## src/rtl/wbk_arb.sv

```systemverilog
// Write-back arbiter: many result channels share one register-file write port.
// Define WBK_ARB_RR_EN for round-robin arbitration; otherwise lowest-index writer wins.
module wbk_arb #(
  parameter int NUM_CH = 3,
  parameter int DATA_W = 32,
  parameter int DEST_W = 6
) (
  input  logic                     clk,
  input  logic                     reset,
  input  logic [NUM_CH-1:0]        CH_VALID_SI,
  input  logic [NUM_CH-1:0]        CH_WB_SI,
  input  logic [NUM_CH*DEST_W-1:0] CH_DEST_SI,
  input  logic [NUM_CH*DATA_W-1:0] CH_DATA_SI,
  output logic [NUM_CH-1:0]        CH_READY_SW,
  output logic                     WB_SW,
  output logic [DEST_W-1:0]        DEST_SW,
  output logic [DATA_W-1:0]        DATA_SW,
  output logic [NUM_CH-1:0]        GRANT_SW
);

  logic [NUM_CH-1:0] writer;
  logic [NUM_CH-1:0] non_writer;
  logic [NUM_CH-1:0] grant_oh;

  logic              wb_q, wb_d;
  logic [DEST_W-1:0] dest_q, dest_d;
  logic [DATA_W-1:0] data_q, data_d;
  logic [NUM_CH-1:0] grant_q, grant_d;

  // Destination 0 is never written, so such entries retire like stores.
  always_comb begin
    writer     = '0;
    non_writer = '0;
    for (int i = 0; i < NUM_CH; i++) begin
      writer[i]     = CH_VALID_SI[i] & CH_WB_SI[i] &
                      (CH_DEST_SI[i*DEST_W +: DEST_W] != '0);
      non_writer[i] = CH_VALID_SI[i] & ~writer[i];
    end
  end

`ifdef WBK_ARB_RR_EN
  localparam int PTR_W = (NUM_CH > 1) ? $clog2(NUM_CH) : 1;

  logic [PTR_W-1:0] ptr_q, ptr_d;

  // Winner is the writer at the smallest upward distance from the pointer.
  always_comb begin : rr_select
    int dist;
    int best_dist;
    grant_oh  = '0;
    dist      = 0;
    best_dist = NUM_CH;
    for (int i = 0; i < NUM_CH; i++) begin
      dist = i - int'(ptr_q);
      if (dist < 0) dist = dist + NUM_CH;
      if (writer[i] && (dist < best_dist)) begin
        best_dist   = dist;
        grant_oh    = '0;
        grant_oh[i] = 1'b1;
      end
    end
  end

  always_comb begin
    ptr_d = ptr_q;
    for (int i = 0; i < NUM_CH; i++) begin
      if (grant_oh[i]) ptr_d = (i == NUM_CH - 1) ? '0 : PTR_W'(i + 1);
    end
  end

  always_ff @(posedge clk or posedge reset) begin
    if (reset) ptr_q <= '0;
    else       ptr_q <= ptr_d;
  end
`else
  always_comb begin
    grant_oh = '0;
    for (int i = NUM_CH - 1; i >= 0; i--) begin
      if (writer[i]) begin
        grant_oh    = '0;
        grant_oh[i] = 1'b1;
      end
    end
  end
`endif

  always_comb begin
    wb_d    = |grant_oh;
    grant_d = grant_oh;
    dest_d  = dest_q;
    data_d  = data_q;
    for (int i = 0; i < NUM_CH; i++) begin
      if (grant_oh[i]) begin
        dest_d = CH_DEST_SI[i*DEST_W +: DEST_W];
        data_d = CH_DATA_SI[i*DATA_W +: DATA_W];
      end
    end
  end

  always_ff @(posedge clk or posedge reset) begin
    if (reset) begin
      wb_q    <= 1'b0;
      dest_q  <= '0;
      data_q  <= '0;
      grant_q <= '0;
    end else begin
      wb_q    <= wb_d;
      dest_q  <= dest_d;
      data_q  <= data_d;
      grant_q <= grant_d;
    end
  end

  // Ready is forced low during reset so nothing is consumed while the outputs are cleared.
  assign CH_READY_SW = reset ? '0 : (non_writer | grant_oh);
  assign WB_SW       = wb_q;
  assign DEST_SW     = dest_q;
  assign DATA_SW     = data_q;
  assign GRANT_SW    = grant_q;

endmodule

```

## config.mk

```make
export PLATFORM = sky130hd
export DESIGN_NAME = wbk_arb
export DESIGN_NICKNAME = d
export VERILOG_FILES = /design/src/rtl/wbk_arb.sv
export SDC_FILE = /design/constraint.sdc
export NUM_CORES = 1
export LEC_CHECK = 0
export ABC_AREA = 1
export CAP_MARGIN = 20
export CELL_PAD_IN_SITES_DETAIL_PLACEMENT = 1
export CELL_PAD_IN_SITES_GLOBAL_PLACEMENT = 1
export CORE_UTILIZATION = 25
export DETAILED_ROUTE_END_ITERATION = 16
export PLACE_DENSITY = 0.92
export SKIP_CTS_REPAIR_TIMING = 1
export SLEW_MARGIN = 25
export SYNTH_ARGS = -nofsm -noshare
export SYNTH_HDL_FRONTEND = slang
export SYNTH_SLANG_ARGS = --single-unit
```

## constraint.sdc

```tcl
create_clock -name clk -period 3.1 [get_ports clk]
set_input_delay 0.62 -clock clk [delete_from_list [all_inputs] [get_ports clk]]
set_output_delay 0.62 -clock clk [all_outputs]
set_load 0.02 [all_outputs]
```

[Word-level counts from Yosys, hierarchy flattened]
Index checks and enable logic that the tools add are counted.
Storage, ports and cells
  word-level logic and storage cells: 32
  output and inout port bits: 45
  register bits after elaboration: 42
Operators by class
  multiplexer cells: 10
  bitwise gates (word level): 13
  reduce and logical (&&, ||, !) cells: 5
Operator list (number)
  $mux 32: 3
  $mux 6: 3
  $reduce_bool 6->1: 3
  $mux 3: 4
  $and 1x1->1: 9
  $not 1->1: 3
  $or 3x3->3: 1
  $reduce_bool 3->1: 1
  $reduce_or 3->1: 1

[Depth between registers and ports, before layout]
  depth after elaboration: 8
  mapped depth: 11

[Worst setup path before layout]
Ideal clock, no wire load.
  path kind: input -> output
  start point: input port reset
  end point: output port CH_READY_SW[1]
  setup slack: 0.484 ns
  arrival: 1.996 ns
  stages: 3
  required time: 2.480 ns
  buffers on the path: 0
  cell sequence: inv_1 -> nand2_1 -> a21oi_1
Between the ends
  cells in the longest elaborated chain, start to end: 1
Ends and longest elaborated chain
  start: declaration: RTL line 9  | input logic reset,
  $mux 3: RTL line 115  | assign CH_READY_SW = reset ? '0 : (non_writer | grant_oh);
  end: declaration: RTL line 14  | output logic [NUM_CH-1:0] CH_READY_SW,
Every way passes these cells.

[Worst setup path in the final report]
  start point: input port CH_DEST_SI[8]
  end point: output port CH_READY_SW[2]
Between the ends
  cells in the longest elaborated chain, start to end: 6
Ends and longest elaborated chain
  start: declaration: RTL line 12  | input logic [NUM_CH*DEST_W-1:0] CH_DEST_SI,
  $reduce_bool 6->1: RTL line 36  | (CH_DEST_SI[i*DEST_W +: DEST_W] != '0);
  $and 1x1->1: RTL line 35  | writer[i] = CH_VALID_SI[i] & CH_WB_SI[i] &
  $mux 3 (2 in a row): RTL line 79  | if (writer[i]) begin
  $or 3x3->3: RTL line 115
  $mux 3: RTL line 115
Every way passes these cells.

==> impl_results.md <==
- Final RePlAce weighted congestion: 0.875
- Max-cap viol count: 0
- Clock Tree Buf Depth: 2
- Vias/cell: 4.59
- Gr ovfl total: 0
- Status: finished clean
- Die footprint: 0.0108 mm²
- RSZ-0062 raised after global routing: no
- DP Area: 0.00436 mm²
- WHS Endpoint: DATA_SW[8]
- Switching Share: 33.6%
- Ant diodes: 0
- Post-synthesis cell count: about 410
- Area delta synth->final: 71.3%
- Fillers: ~1300
- Count of input and output buffers: 166
- FMAX: 0.333 GHz
- RR Startpoint: DATA_SW[1]
- Crit path max-delay family: buffers and inverters
- Cell area power density: 397 mW/mm²
- Core Footprint: 0.00991 mm²
- Drt initial violations: 115
- Inserted Clock Buffers: 5
- CP Capture Type: output pin
- Final Cell Area: 0.00445 mm²
- Die W: 104 µm
- Worst endpoint required time: 2.48 ns
- Most common cell after layout, fill and taps aside: clkdlybuf4s50_1
- Die height: 104 µm
- Hold crit path type: reg2reg
- Period utilization: 96.7%
- Yosys reg bits: 42
- Synth warn: 0
- Worst R2R End: DATA_SW[1]
- Post-Route WL: 10500 µm
- Internal power: 1.17 mW
- IO Count: 167
- Clock transition at path regs: about 0.080 ns
- Reg power frac: roughly 38%
- Critical path's most frequent cell: clkdlybuf4s50_1
- CTS tree: done
- # DRC: 0
- Antenna violations before repair: 0
- TNS Setup: 0 ns
- Post-Syn Area: 0.00260 mm²
- Unique cell type count in the Yosys netlist: 14
- Layout Nets: just under 700
- Leakage: 2.15 nW
- Detailed Routing Iterations Pass 1: 4
- Largest net degree at the start of global routing: 77
- CTS root buf: clkbuf_8
- Critical path type: in2out
- Clock power frac: 20.4%
- R2R Setup Slk: approximately 2.5 ns
- Met2 wire length: 5420 µm
- Multi-input combinational cell area: 0.00136 mm²
- Startpoint Class: input pin
- Slew @ Worst Pin: 0.551 ns
- Final setup viols: 0
- WP buf/inv: 2
- Share of layout cells above drive strength 1: about 3.7%
- Worst path slowest cell: clkdlybuf4s50_1
- Dpl hpwl: 7930 µm
- Clk_skew: 0 ns
- Met1 WL: between 4000 and 5000 µm
- Wirelength per Cell: 15.0 µm
- Register area share after synthesis: 40.4%
- First-pass GRT wire length: 17000 µm
- Vias in the first global route: 3454
- Final ANT Viol Nets: 0
- Reg2Reg Depth: 2
- H-tree depth: 2
- CP peak stage delay: 0.65 ns
- Worst skew pair latency: 0.28 ns
- Slew HR: 63.3%
- Final min period: 3.00 ns
- Hold depth: 2
- Mean Syn Cell Area: between 6 and 7 µm²
- Worst ir drop on vdd: 0.000149 V
- Vias: 3212
- Storage cell area: 0.00105 mm²
- CTS Sinks: between 40 and 50
- Slew Viols, Final: 0
- Most frequent cells in the layout: 166 x clkdlybuf4s50_1, 162 x nand2_1, 84 x nor2_1
- Met3 routed wirelength: 669 µm
- Row Count: 36
- Logic pwr share: between 40% and 50%
- Top layer in use: met4
- Final hold viol count: 0
- Total GRT Usage: 19.4%
- Critical Path AT: 2.38 ns
- Synth Net Count: between 500 and 600
- NetSw: ~0.59 mW
- Min-delay src: DATA_SW[8]
- Crit-path cells: clkdlybuf4s50_1 -> nor2_1 -> nand3_1 -> nand2_1 -> nand3_2 -> a21oi_1 -> clkdlybuf4s50_1
- Initial core utilization: 26.2%
- Crit-path max FO: 4
-- registers in the layout, indices dropped and copies added, names as in the netlist --
name and flops:
DATA_SW 32, GRANT_SW 3, WB_SW 1, DEST_SW 6
-- worst max path at each step --
| stage | startpoint | to | slack, ns | cells past startpoint |
|---|---|---|---|---|
| 2_1_floorplan | reset | CH_READY_SW[1] | 0.48 | 3 |
| 3_3_place_gp | CH_DEST_SI[8] | CH_READY_SW[2] | 0.13 | 7 |
| 3_5_place_dp | CH_DEST_SI[8] | CH_READY_SW[2] | 0.13 | 7 |
| 4_1_cts | CH_DEST_SI[8] | CH_READY_SW[2] | 0.12 | 7 |
| 5_1_grt | CH_DEST_SI[8] | CH_READY_SW[2] | 0.03 | 7 |
| 6_report | CH_DEST_SI[8] | CH_READY_SW[2] | 0.10 | 7 |
-- per-stage QoR --
step	util (%)	hold WS, ns	total power [mW]	setup slack (ns)	instances
3_5_place_dp	44.0	0.464	1.43	0.132	692
2_1_floorplan	-	0.584	1.02	0.484	412
5_1_grt	44.9	0.502	1.88	0.0280	700
6_report	44.9	0.477	1.77	0.101	700
3_3_place_gp	44.0	0.461	1.40	0.135	692
4_1_cts	44.9	0.486	1.80	0.117	700
-- final cells by class --
type	instances	area share [%]
timing repair buffer	175	39.1
multi-input combinational	331	30.6
sequential	42	23.6
tap	133	3.74
clock buffer	7	1.94
inverter	11	0.927
clock inverter	1	0.112
-- cell usage after synthesis, drive strengths merged --
| cell | n | area [µm²] |
|---|---|---|
| clkbuf | 7 | 26.3 |
| nor2 | 85 | 322 |
| dfrtp | 42 | 1050 |
| nand2 | 163 | 614 |
| a21oi | 2 | 10.0 |
| inv | 11 | 41.3 |
| buf | 21 | 130 |
| nand3 | 81 | 405 |
-- routing by layer --
layer	track usage, %	vias to the layer above
met2	36.2	109
met5	0	-
met3	4.57	6
li1	-	1590
met4	3.88	0
met1	22.5	1507
-- power groups by stage --
stage	clock, mW	sequential [mW]	combinational [mW]
6_report	0.361	0.672	0.735
5_1_grt	0.397	0.684	0.801
4_1_cts	0.383	0.674	0.747
3_5_place_dp	0	0.683	0.744
3_3_place_gp	0	0.679	0.720
2_1_floorplan	0	0.781	0.236
-- worst register-to-register path, stage by stage (launching register included) --
cell	delay (ns)
dfrtp_1	0.40
nand2_1	0.08
nand2_1	0.05
-- logic make-up (layout without fill, tap and decap cells) --
| family | Yosys count | count (layout) | synth area share [%] |
|---|---|---|---|
| and+or+nand+nor | 329 | 329 | 51.6 |
| buffers and inverters | 39 | 194 | 7.60 |
| DFF | 42 | 42 | 40.4 |
| AOI/OAI and AO/OA | 2 | 2 | 0.385 |
No activity file was read; power rests on OpenSTA's default activity.
